<file path="src/rtl/uart_pkg.sv">
// ============================================================================
// Module   : uart_pkg
// Brief    : Shared constants, FSM encodings and the oversampling divider
//            helper for the parametrised UART core.
// Revision : 1.0 - initial release
// ============================================================================
`default_nettype none

package uart_pkg;

    localparam int PAR_NONE = 0;
    localparam int PAR_EVEN = 1;
    localparam int PAR_ODD  = 2;

    localparam int OS_RATE   = 16;
    localparam int SAMPLE_T0 = 7;
    localparam int SAMPLE_T1 = 8;
    localparam int SAMPLE_T2 = 9;

    typedef enum logic [2:0] {
        TX_IDLE   = 3'd0,
        TX_START  = 3'd1,
        TX_DATA   = 3'd2,
        TX_PARITY = 3'd3,
        TX_STOP   = 3'd4
    } tx_state_t;

    typedef enum logic [2:0] {
        RX_IDLE      = 3'd0,
        RX_START     = 3'd1,
        RX_DATA      = 3'd2,
        RX_PARITY    = 3'd3,
        RX_STOP      = 3'd4,
        RX_WAIT_HIGH = 3'd5
    } rx_state_t;

    // Rounded clocks per oversampling tick.
    function automatic int calc_os_div(input int clk_freq, input int baud);
        return (clk_freq + (OS_RATE / 2) * baud) / (OS_RATE * baud);
    endfunction

endpackage

`default_nettype wire

</file>
<file path="src/rtl/uart_tick_gen.sv">
// ============================================================================
// Module   : uart_tick_gen
// Brief    : Free-running 16x oversampling tick divider with synchronous
//            clear so each frame starts on an exact tick phase.
// Revision : 1.0 - initial release
// ============================================================================
`default_nettype none

module uart_tick_gen #(
    parameter int DIV = 27
) (
    input  logic clk,
    input  logic rst,
    input  logic clr,
    output logic tick
);

    localparam int CW = (DIV > 1) ? $clog2(DIV) : 1;

    logic [CW-1:0] r_cnt;
    logic          w_wrap;

    assign w_wrap = (r_cnt == CW'(DIV - 1));
    assign tick   = w_wrap && !clr;

    always_ff @(posedge clk or posedge rst) begin
        if (rst) begin
            r_cnt <= '0;
        end else if (clr || w_wrap) begin
            r_cnt <= '0;
        end else begin
            r_cnt <= r_cnt + 1'b1;
        end
    end

endmodule

`default_nettype wire

</file>
<file path="src/rtl/uart_core.sv">
// ============================================================================
// Module   : uart_core
// Brief    : Parametrised full-duplex UART: valid/ready TX, 16x-oversampled
//            RX with 2-of-3 voting and per-frame error flags.
//            Optional internal loopback when UART_LOOPBACK_EN is defined.
// Revision : 1.0 - initial release
// ============================================================================
`default_nettype none

module uart_core
    import uart_pkg::*;
#(
    parameter int CLK_FREQ  = 50000000,
    parameter int BAUD      = 115200,
    parameter int DATA_BITS = 8,
    parameter int PARITY    = 0,
    parameter int STOP_BITS = 1,
    parameter int OS_DIV    = calc_os_div(CLK_FREQ, BAUD)
) (
    input  logic                 clk,
    input  logic                 rst,
    input  logic [DATA_BITS-1:0] tx_data,
    input  logic                 tx_valid,
    output logic                 tx_ready,
    output logic                 tx,
    input  logic                 rx,
    output logic [DATA_BITS-1:0] rx_data,
    output logic                 rx_valid,
    output logic                 rx_frame_err,
    output logic                 rx_parity_err
`ifdef UART_LOOPBACK_EN
    ,
    input  logic                 loopback
`endif
);

    localparam logic [3:0] C_LAST_TICK = 4'(OS_RATE - 1);
    localparam logic [2:0] C_LAST_DATA = 3'(DATA_BITS - 1);
    localparam logic [2:0] C_LAST_STOP = 3'(STOP_BITS - 1);
    localparam logic       C_ODD       = (PARITY == PAR_ODD);
    localparam logic       C_HAS_PAR   = (PARITY != PAR_NONE);

    // ------------------------------------------------------------------
    // Transmitter
    // ------------------------------------------------------------------
    tx_state_t            r_tx_state;
    logic                 r_tx;
    logic                 r_tx_ready;
    logic [DATA_BITS-1:0] r_tx_shift;
    logic                 r_tx_par;
    logic [3:0]           r_tx_tick_cnt;
    logic [2:0]           r_tx_bit_idx;
    logic                 w_tx_tick;
    logic                 w_tx_hs;
    logic                 w_tx_bit_end;

    assign w_tx_hs      = tx_valid && r_tx_ready && (r_tx_state == TX_IDLE);
    assign w_tx_bit_end = w_tx_tick && (r_tx_tick_cnt == C_LAST_TICK);
    assign tx_ready     = r_tx_ready;

    uart_tick_gen #(.DIV(OS_DIV)) u_tx_tick (
        .clk  (clk),
        .rst  (rst),
        .clr  (w_tx_hs),
        .tick (w_tx_tick)
    );

    always_ff @(posedge clk or posedge rst) begin
        if (rst) begin
            r_tx_state    <= TX_IDLE;
            r_tx          <= 1'b1;
            r_tx_ready    <= 1'b0;
            r_tx_shift    <= '0;
            r_tx_par      <= 1'b0;
            r_tx_tick_cnt <= '0;
            r_tx_bit_idx  <= '0;
        end else begin
            case (r_tx_state)
                TX_IDLE: begin
                    r_tx       <= 1'b1;
                    r_tx_ready <= 1'b1;
                    if (w_tx_hs) begin
                        r_tx_shift    <= tx_data;
                        r_tx_par      <= (^tx_data) ^ C_ODD;
                        r_tx_tick_cnt <= '0;
                        r_tx_ready    <= 1'b0;
                        r_tx          <= 1'b0;
                        r_tx_state    <= TX_START;
                    end
                end
                TX_START, TX_DATA, TX_PARITY, TX_STOP: begin
                    if (w_tx_tick) begin
                        r_tx_tick_cnt <= r_tx_tick_cnt + 4'd1;
                    end
                    if (w_tx_bit_end) begin
                        case (r_tx_state)
                            TX_START: begin
                                r_tx         <= r_tx_shift[0];
                                r_tx_bit_idx <= '0;
                                r_tx_state   <= TX_DATA;
                            end
                            TX_DATA: begin
                                if (r_tx_bit_idx == C_LAST_DATA) begin
                                    r_tx_bit_idx <= '0;
                                    if (C_HAS_PAR) begin
                                        r_tx       <= r_tx_par;
                                        r_tx_state <= TX_PARITY;
                                    end else begin
                                        r_tx       <= 1'b1;
                                        r_tx_state <= TX_STOP;
                                    end
                                end else begin
                                    r_tx_bit_idx <= r_tx_bit_idx + 3'd1;
                                    r_tx_shift   <= r_tx_shift >> 1;
                                    r_tx         <= r_tx_shift[1];
                                end
                            end
                            TX_PARITY: begin
                                r_tx         <= 1'b1;
                                r_tx_bit_idx <= '0;
                                r_tx_state   <= TX_STOP;
                            end
                            default: begin
                                if (r_tx_bit_idx == C_LAST_STOP) begin
                                    r_tx_ready <= 1'b1;
                                    r_tx_state <= TX_IDLE;
                                end else begin
                                    r_tx_bit_idx <= r_tx_bit_idx + 3'd1;
                                end
                            end
                        endcase
                    end
                end
                default: begin
                    r_tx       <= 1'b1;
                    r_tx_state <= TX_IDLE;
                end
            endcase
        end
    end

    // ------------------------------------------------------------------
    // Pin / loopback routing
    // ------------------------------------------------------------------
    logic w_rx_in;

`ifdef UART_LOOPBACK_EN
    assign w_rx_in = loopback ? r_tx : rx;
    assign tx      = loopback ? 1'b1 : r_tx;
`else
    assign w_rx_in = rx;
    assign tx      = r_tx;
`endif

    // ------------------------------------------------------------------
    // Receiver
    // ------------------------------------------------------------------
    rx_state_t            r_rx_state;
    logic [1:0]           r_rx_sync;
    logic [DATA_BITS-1:0] r_rx_shift;
    logic [3:0]           r_rx_tick_cnt;
    logic [2:0]           r_rx_bit_idx;
    logic                 r_rx_s7;
    logic                 r_rx_s8;
    logic                 r_rx_perr;
    logic                 r_rx_ferr;
    logic [DATA_BITS-1:0] r_rx_data;
    logic                 r_rx_valid;
    logic                 r_rx_ferr_out;
    logic                 r_rx_perr_out;
    logic                 w_rx_s;
    logic                 w_rx_tick;
    logic                 w_rx_clr;
    logic                 w_rx_vote;
    logic                 w_rx_at_vote;
    logic                 w_rx_bit_end;
    logic                 w_rx_par_exp;
    logic                 w_rx_ferr_now;

    assign w_rx_s        = r_rx_sync[1];
    assign w_rx_clr      = (r_rx_state == RX_IDLE) && !w_rx_s;
    assign w_rx_vote     = (r_rx_s7 & r_rx_s8) | (r_rx_s7 & w_rx_s) | (r_rx_s8 & w_rx_s);
    assign w_rx_at_vote  = w_rx_tick && (r_rx_tick_cnt == 4'(SAMPLE_T2));
    assign w_rx_bit_end  = w_rx_tick && (r_rx_tick_cnt == C_LAST_TICK);
    assign w_rx_par_exp  = (^r_rx_shift) ^ C_ODD;
    assign w_rx_ferr_now = r_rx_ferr | !w_rx_vote;

    assign rx_data       = r_rx_data;
    assign rx_valid      = r_rx_valid;
    assign rx_frame_err  = r_rx_ferr_out;
    assign rx_parity_err = r_rx_perr_out;

    uart_tick_gen #(.DIV(OS_DIV)) u_rx_tick (
        .clk  (clk),
        .rst  (rst),
        .clr  (w_rx_clr),
        .tick (w_rx_tick)
    );

    always_ff @(posedge clk or posedge rst) begin
        if (rst) begin
            r_rx_sync <= 2'b11;
        end else begin
            r_rx_sync <= {r_rx_sync[0], w_rx_in};
        end
    end

    always_ff @(posedge clk or posedge rst) begin
        if (rst) begin
            r_rx_state    <= RX_IDLE;
            r_rx_shift    <= '0;
            r_rx_tick_cnt <= '0;
            r_rx_bit_idx  <= '0;
            r_rx_s7       <= 1'b1;
            r_rx_s8       <= 1'b1;
            r_rx_perr     <= 1'b0;
            r_rx_ferr     <= 1'b0;
            r_rx_data     <= '0;
            r_rx_valid    <= 1'b0;
            r_rx_ferr_out <= 1'b0;
            r_rx_perr_out <= 1'b0;
        end else begin
            r_rx_valid <= 1'b0;
            case (r_rx_state)
                RX_IDLE: begin
                    if (!w_rx_s) begin
                        r_rx_tick_cnt <= '0;
                        r_rx_bit_idx  <= '0;
                        r_rx_perr     <= 1'b0;
                        r_rx_ferr     <= 1'b0;
                        r_rx_state    <= RX_START;
                    end
                end
                RX_WAIT_HIGH: begin
                    if (w_rx_s) begin
                        r_rx_state <= RX_IDLE;
                    end
                end
                RX_START, RX_DATA, RX_PARITY, RX_STOP: begin
                    if (w_rx_tick) begin
                        r_rx_tick_cnt <= r_rx_tick_cnt + 4'd1;
                        if (r_rx_tick_cnt == 4'(SAMPLE_T0)) r_rx_s7 <= w_rx_s;
                        if (r_rx_tick_cnt == 4'(SAMPLE_T1)) r_rx_s8 <= w_rx_s;
                    end
                    if (w_rx_at_vote) begin
                        case (r_rx_state)
                            RX_START: begin
                                if (w_rx_vote) r_rx_state <= RX_IDLE;
                            end
                            RX_DATA: begin
                                r_rx_shift <= {w_rx_vote, r_rx_shift[DATA_BITS-1:1]};
                            end
                            RX_PARITY: begin
                                r_rx_perr <= (w_rx_vote != w_rx_par_exp);
                            end
                            default: begin
                                // Last stop bit: deliver now so the rest of the bit overlaps IDLE.
                                if (r_rx_bit_idx == C_LAST_STOP) begin
                                    r_rx_valid    <= 1'b1;
                                    r_rx_data     <= r_rx_shift;
                                    r_rx_ferr_out <= w_rx_ferr_now;
                                    r_rx_perr_out <= r_rx_perr;
                                    r_rx_state    <= w_rx_ferr_now ? RX_WAIT_HIGH : RX_IDLE;
                                end else begin
                                    r_rx_ferr <= w_rx_ferr_now;
                                end
                            end
                        endcase
                    end
                    if (w_rx_bit_end) begin
                        case (r_rx_state)
                            RX_START: begin
                                r_rx_bit_idx <= '0;
                                r_rx_state   <= RX_DATA;
                            end
                            RX_DATA: begin
                                if (r_rx_bit_idx == C_LAST_DATA) begin
                                    r_rx_bit_idx <= '0;
                                    r_rx_state   <= C_HAS_PAR ? RX_PARITY : RX_STOP;
                                end else begin
                                    r_rx_bit_idx <= r_rx_bit_idx + 3'd1;
                                end
                            end
                            RX_PARITY: begin
                                r_rx_bit_idx <= '0;
                                r_rx_state   <= RX_STOP;
                            end
                            default: begin
                                r_rx_bit_idx <= r_rx_bit_idx + 3'd1;
                            end
                        endcase
                    end
                end
                default: begin
                    r_rx_state <= RX_IDLE;
                end
            endcase
        end
    end

endmodule

`default_nettype wire
</file>
<file path="config.mk">
export PLATFORM = sky130hd
export DESIGN_NAME = uart_core
export DESIGN_NICKNAME = d
export VERILOG_FILES = /design/src/rtl/uart_pkg.sv /design/src/rtl/uart_tick_gen.sv /design/src/rtl/uart_core.sv
export SDC_FILE = /design/constraint.sdc
export NUM_CORES = 1
export LEC_CHECK = 0
export CORE_AREA = 2 2 84 78
export DETAILED_ROUTE_END_ITERATION = 10
export DIE_AREA = 0 0 86 80
export GPL_TIMING_DRIVEN = 0
export PLACE_DENSITY = 0.82
export SLEW_MARGIN = 5
export SYNTH_ARGS = -nofsm -noshare
export SYNTH_HDL_FRONTEND = slang
export SYNTH_HIERARCHICAL = 1
export SYNTH_SLANG_ARGS = --single-unit
</file>
<file path="constraint.sdc">
create_clock -name clk -period 3.35 [get_ports clk]
set_input_delay 0.67 -clock clk [delete_from_list [all_inputs] [get_ports clk]]
set_output_delay 0.67 -clock clk [all_outputs]
set_load 0.02 [all_outputs]
</file>
**Yosys cells after proc, flatten, opt, wreduce, memory -nomap -nowiden**

Cells that the tools add are included.

- Logic and storage cells: 174
- Memory bits (writable): 0
- Output and inout port bits: 13
- Input port bits: 12
- Memories kept: 0
- ROM bits: 0
- Flip-flop bits (word level): 65
- Bits in latches: 0

- Eq/ne operators: 38
- Muxes and demuxes: 59
- Reductions and logical operators: 43
- Add/sub/neg operators: 6
- Bitwise gates (word level): 7
- Multiply operators: 0
- Shifts and indexed selects: 0
- Divide/modulo/power cells: 0
- Order comparisons: 0

Operators with widths:

| cell | count |
|---|---|
| 2-to-1 mux 3 bit | 17 |
| 2-to-1 mux 8 bit | 4 |
| one-hot mux 3 bit (2 select lines) | 5 |
| != test 2 bit, second input constant | 14 |
| one-hot mux 3 bit (3 select lines) | 3 |
| AND reduction 3 bit | 7 |
| equality test 4 bit, second input constant | 4 |
| 2-to-1 mux 1 bit | 16 |
| 2-to-1 mux 4 bit | 4 |
| one-hot mux 4 bit (2 select lines) | 2 |
| one-hot mux 8 bit (2 select lines) | 1 |
| AND reduction 4 bit | 4 |
| equality test 3 bit, second input constant | 5 |
| equality test 3 x 2 -> 1 bit, second input constant | 4 |
| logical NOT 3 bit | 4 |
| adder 5 x 1 -> 5 bit, second input constant | 2 |
| equality test 5 bit, second input constant | 2 |
| 2-to-1 mux 5 bit | 2 |
| AND reduction 5 bit | 2 |
| adder 4 x 1 -> 4 bit, second input constant | 2 |
| logical AND 1 bit | 8 |
| one-hot mux 1 bit (2 select lines) | 4 |
| OR reduction 4 bit | 2 |
| XOR reduction 8 bit | 1 |
| other kinds (19) | 34 |

**Longest topological paths before layout**

- Depth after elaboration: 13
- Gate-level depth with buffers: 11
- Mapped depth without buffers: 8

**Cells and area by module**

The synthesis kept the hierarchy.

Modules (own cells, without submodules):

| module | times used | area each (µm²) | cells each | seq. area each (µm²) |
|---|---|---|---|---|
| uart_core | 1 | 2805.2 | 247 | 1382.6 |
| uart_tick_gen | 2 | 279.0 | 24 | 125.1 |

**Worst setup path after synthesis**

Ideal clock, no wire load.

- Path type: register -> register
- Start point: reg r_tx_state[1]
- End point: reg r_tx_shift[0]
- Library setup time: 125 ps
- Path slack: 622 ps
- Data arrival time: 2603 ps
- Path buffers: 0
- Stages on the path, launching flop included: 8
- Clock period less this slack: 2728 ps
- Required time: 3225 ps
- Cell sequence: dfrtp_1 > or2_4 > nor3_1 > nor2b_1 > nand4_1 > nor3_1 > o21ai_1 > mux2_2

- Word-level cells in the longest chain between the ends: 7
- Elaborated cells on any way between the ends: 17
- Those cells by class: 8 x eq/ne; 1 x mux; 8 x reduce/logical

RTL lines:

| element | RTL line | source |
|---|---|---|
| from (decl) | uart_core.sv:46 | `tx_state_t r_tx_state;` |
| from (signal assigned) | uart_core.sv:70 | `r_tx_state <= TX_IDLE;` |
| from (signal assigned) | uart_core.sv:88 | `r_tx_state <= TX_START;` |
| from (signal assigned) | uart_core.sv:100 | `r_tx_state <= TX_DATA;` |
| logical NOT 3 bit | uart_core.sv:57 | `assign w_tx_hs = tx_valid && r_tx_ready && (r_tx_state == TX_IDLE);` |
| logical AND 1 bit | uart_core.sv:57 |  |
| named net w_tx_hs | uart_core.sv:54 | `logic w_tx_hs;` |
| logical NOT 1 bit | uart_tick_gen.sv:24 | `assign tick = w_wrap && !clr;` |
| logical AND 1 bit | uart_tick_gen.sv:24 |  |
| named net w_tx_tick | uart_core.sv:53 | `logic w_tx_tick;` |
| logical AND 1 bit | uart_core.sv:58 | `assign w_tx_bit_end = w_tx_tick && (r_tx_tick_cnt == C_LAST_TICK);` |
| != test 2 bit (no source line) | n/a |  |
| AND reduction 5 bit (no source line) | n/a |  |
| to (signal assigned) | uart_core.sv:83 | `r_tx_shift <= tx_data;` |
| to (signal assigned) | uart_core.sv:114 | `r_tx_shift <= r_tx_shift >> 1;` |
| to (decl) | uart_core.sv:49 | `logic [DATA_BITS-1:0] r_tx_shift;` |

The timed path passes the listed nets, and every way through them passes these cells.
A chain may end at the register's enable or synchronous reset.

**Worst setup path after layout**

- Start point: in tx_valid
- End point: reg r_tx_shift[3]

- Word-level cells in the longest chain between the ends: 7
- Elaborated cells on any way between the ends: 8
- Those cells by class: 2 x eq/ne; 6 x reduce/logical

RTL lines:

| element | RTL line | source |
|---|---|---|
| from (decl) | uart_core.sv:23 | `input logic tx_valid,` |
| logical AND 1 bit (2 in a row) | uart_core.sv:57 |  |
| named net w_tx_hs | uart_core.sv:54 |  |
| logical NOT 1 bit | uart_tick_gen.sv:24 |  |
| logical AND 1 bit | uart_tick_gen.sv:24 |  |
| named net w_tx_tick | uart_core.sv:53 |  |
| logical AND 1 bit | uart_core.sv:58 |  |
| != test 2 bit (no source line) | n/a |  |
| AND reduction 5 bit (no source line) | n/a |  |

The timed path passes the listed nets, and every way through them passes these cells.

==> impl_metrics.json <==
{
  "outcome": "complete, no violations",
  "cts_tree": "yes",
  "netlist-cell-type-count": 52,
  "wl_mm": 6.35,
  "required_ns": 3.58,
  "layoutNonFillerInstCount": 408,
  "nets": 357,
  "fin_crit_ns": 3.08,
  "syn-num-nets": 321,
  "clkLatencyLatePin_ns": 0.35,
  "synth_ff_type": "dfrtp_1",
  "synth_edf_count": 0,
  "power_leakage_nw": 1.82,
  "cts_buffers": 9,
  "synth_top_area_share_pct": 44.6,
  "slew_headroom_pct": 52.0,
  "gp_congestion": 0.827,
  "clock.fmax_ghz": 0.325,
  "synth_seq_cells": 65,
  "antenna_cells": 0,
  "pwr_density_cell_nw_per_um2": 385,
  "placed_cells": 392,
  "post_cts_buffers": 0,
  "avgSynthCellArea_sq_um": 11.4,
  "async_flop_share_pct": 100,
  "critPathMaxFanout": 11,
  "antenna_found_initial": 0,
  "post-route-drc-count": 0,
  "ctsRootBufferMaster": "clkbuf_8",
  "min_period_over_period_pct": 91.9,
  "grt_usage_pct": 20.5,
  "syn_inst": 295,
  "vias": 2373,
  "dr.pass1.iters": 4,
  "drive_above_1_share_pct": 24.1,
  "wl_per_cell_microns": 15.6,
  "synth_top_cell_by_area": "dfrtp_1",
  "setup_ws_ns": 0.271,
  "drtIter0Drc": 131,
  "die_w_microns": 86,
  "cts_resized": 1,
  "fin_util_pct": 65.7,
  "syn-cell-area_sq_um": 3360,
  "numPortBuffers": 24,
  "dpl.hpwl_mm": 4.32,
  "critPathLaunchType": "input port",
  "finalMaxSlewViolations": 0,
  "synth_area_leaders": "dfrtp_1, mux2_2, ha_1",
  "worstMarginPinSlew_ns": 0.717,
  "cts.path.max_buffers": 2,
  "start_util_pct": 56.2,
  "cap_violations": 0,
  "area_growth_pct": 16.7,
  "rows": 27,
  "first_global_vias": 2374,
  "synth.yosys.seq_area_share_pct": 48.5,
  "rsz0062_at_grt": "false",
  "worst-setup-path-type": "in -> reg",
  "finalSetupViolations": 0,
  "final-hold-violation-count": 0,
  "ctsHoldBuffers": 0,
  "clock-sinks": 65,
  "critical_path_arrival_ns": 3.31,
  "grt_pass1_wl_mm": 10.8,
  "grt_max_degree": 31,
  "ioPinCount": 25,
  "irDropWorstVdd_v": 0.000283,
  "core_sq_um": 5980,
  "path_clk_slew_ns": 0.07,
  "avgViaCountPerCell": 5.82,
  "antenna_left": 0,
  "h-tree-depth": 3,
  "die_area_sq_um": 6880,
  "clock_skew_ns": 0.00960,
  "synth-warning-count": 6,
  "hold_class": "reg -> reg",
  "endpoint_kind": "register",
  "chipHeight_microns": 80,
  "grt-ovfl-total": 0,
  "dp_slack_ns": -0.490,
  "hold_slack_ns": 0.358
}
-- cell usage after synthesis (all sizes together), types with 4 or more instances --
cell type / count
o21bai: 5
nor2b: 5
dfrtp: 60
nor2: 17
nand3: 9
inv: 18
mux2: 35
xnor2: 9
nand4: 5
buf: 8
a21oi: 15
mux2i: 4
o21ai: 14
o31ai: 5
nor3: 11
nand2: 13
and4: 6
ha: 14
dfstp: 5
nor4: 4
nand2b: 4
-- through the flow --
step	area, sq um	TNS, ns	power [mW]
finish	3930	0	1.51
detailed placement	3710	-3.66	0.836
CTS	3930	0	1.53
global route	3930	0	1.56
floorplan	3360	0	0.815
global placement	3690	-2.84	0.833
-- final cells by class --
class	count	area, sq um
well taps	72	90.1
repair buffers	25	260
clock buffers	14	173
multi-input cells	202	1600
fillers	469	2050
plain buffers	10	71.3
clock inverters	2	35.0
flip-flops and latches	65	1630
inverters	18	67.6
-- report_power, final --
| part | switching (mW) | leakage [nW] | internal [mW] |
|---|---|---|---|
| combinational | 0.0183 | 0.882 | 0.0141 |
| clock | 0.287 | 0.107 | 0.404 |
| sequential | 0.00121 | 0.835 | 0.787 |
-- sequential cells by signal, indices dropped and copies added, names as in the netlist --
signal	flops
r_rx_tick_cnt	4
u_tx_tick/r_cnt	5
tx	1
r_rx_perr	1
r_rx_state	3
rx_data	8
r_tx_state	3
rx_parity_err	1
r_rx_sync	2
r_rx_ferr	1
r_rx_shift	8
r_rx_s8	1
u_rx_tick/r_cnt	5
r_tx_tick_cnt	4
r_tx_shift	8
rx_frame_err	1
r_rx_bit_idx	3
r_rx_s7	1
r_tx_bit_idx	3
tx_ready	1
rx_valid	1
-- worst max-delay path, stage by stage --
cell and delay, ns:
clkdlybuf4s50_1 0.49, nand2_1 0.10, nor3_2 0.56, nor2b_1 0.24
nand4_1 0.21, nor3_1 0.06, o21ai_1 0.55, mux2_2 0.42
-- metal layers --
| metal | part of all wire, % | vias to the layer above | GRT usage, % |
|---|---|---|---|
| met4 | 1.2 | 0 | 8.89 |
| met5 | 0 | - | 0 |
| met1 | 46 | 1178 | 26.6 |
| li1 | - | 1130 | - |
| met3 | 4.0 | 7 | 4.96 |
| met2 | 49 | 58 | 32.9 |
-- cells in the final DEF, fill, tap and decap left out, types with 2 or more instances in the layout --
master	Yosys	final
nor2_1	15	15
nand4_1	5	5
nor4_2	4	4
o21bai_1	5	5
dfstp_2	5	5
mux2_2	35	35
xnor2_1	8	8
and4_2	4	4
inv_1	18	17
and4_1	2	2
nor3_1	11	10
or3_1	2	2
o21ai_0	12	12
clkdlybuf4s50_1	0	24
mux2i_1	4	4
dfrtp_1	60	60
nand2_1	13	13
nor2b_1	5	5
clkbuf_1	2	4
nand2b_1	4	4
buf_6	4	4
and4b_1	3	3
xor2_1	2	2
clkbuf_8	0	12
buf_2	3	3
a21oi_1	15	15
ha_1	14	14
or4_1	2	2
nand3_1	9	9
o31ai_1	5	5
-- kinds of logic after synthesis --
kind of cell	after synthesis	share of synthesized area, %
xor+xnor	12	3.76
simple gates	87	15.7
mux	39	12.9
buf+inv	28	4.13
fa+ha+maj	15	5.51
compound gates	49	9.49
flops	65	48.5
-- path summary, 6_finish.rpt --
| check | from | endpoint | slack [ns] | cells past startpoint |
|---|---|---|---|---|
| setup reg to reg | r_rx_state[0]$_DFFE_PP0P_ | r_rx_shift[3]$_DFFE_PP0P_ | 0.31 | 10 |
| hold reg to reg | r_rx_sync[0]$_DFF_PP1_ | r_rx_sync[1]$_DFF_PP1_ | 0.36 | 0 |
| hold / removal | r_rx_sync[0]$_DFF_PP1_ | r_rx_sync[1]$_DFF_PP1_ | 0.36 | 0 |
| setup / recovery | tx_valid | r_tx_shift[3]$_DFFE_PP0P_ | 0.27 | 8 |
| min in group asynchronous | rst | u_rx_tick/r_cnt[4]$_DFF_PP0_ | 0.61 | 2 |
| max in group asynchronous | rst | r_rx_s7$_DFFE_PP1P_ | 1.90 | 3 |
Power figures use the tool's default switching activity.
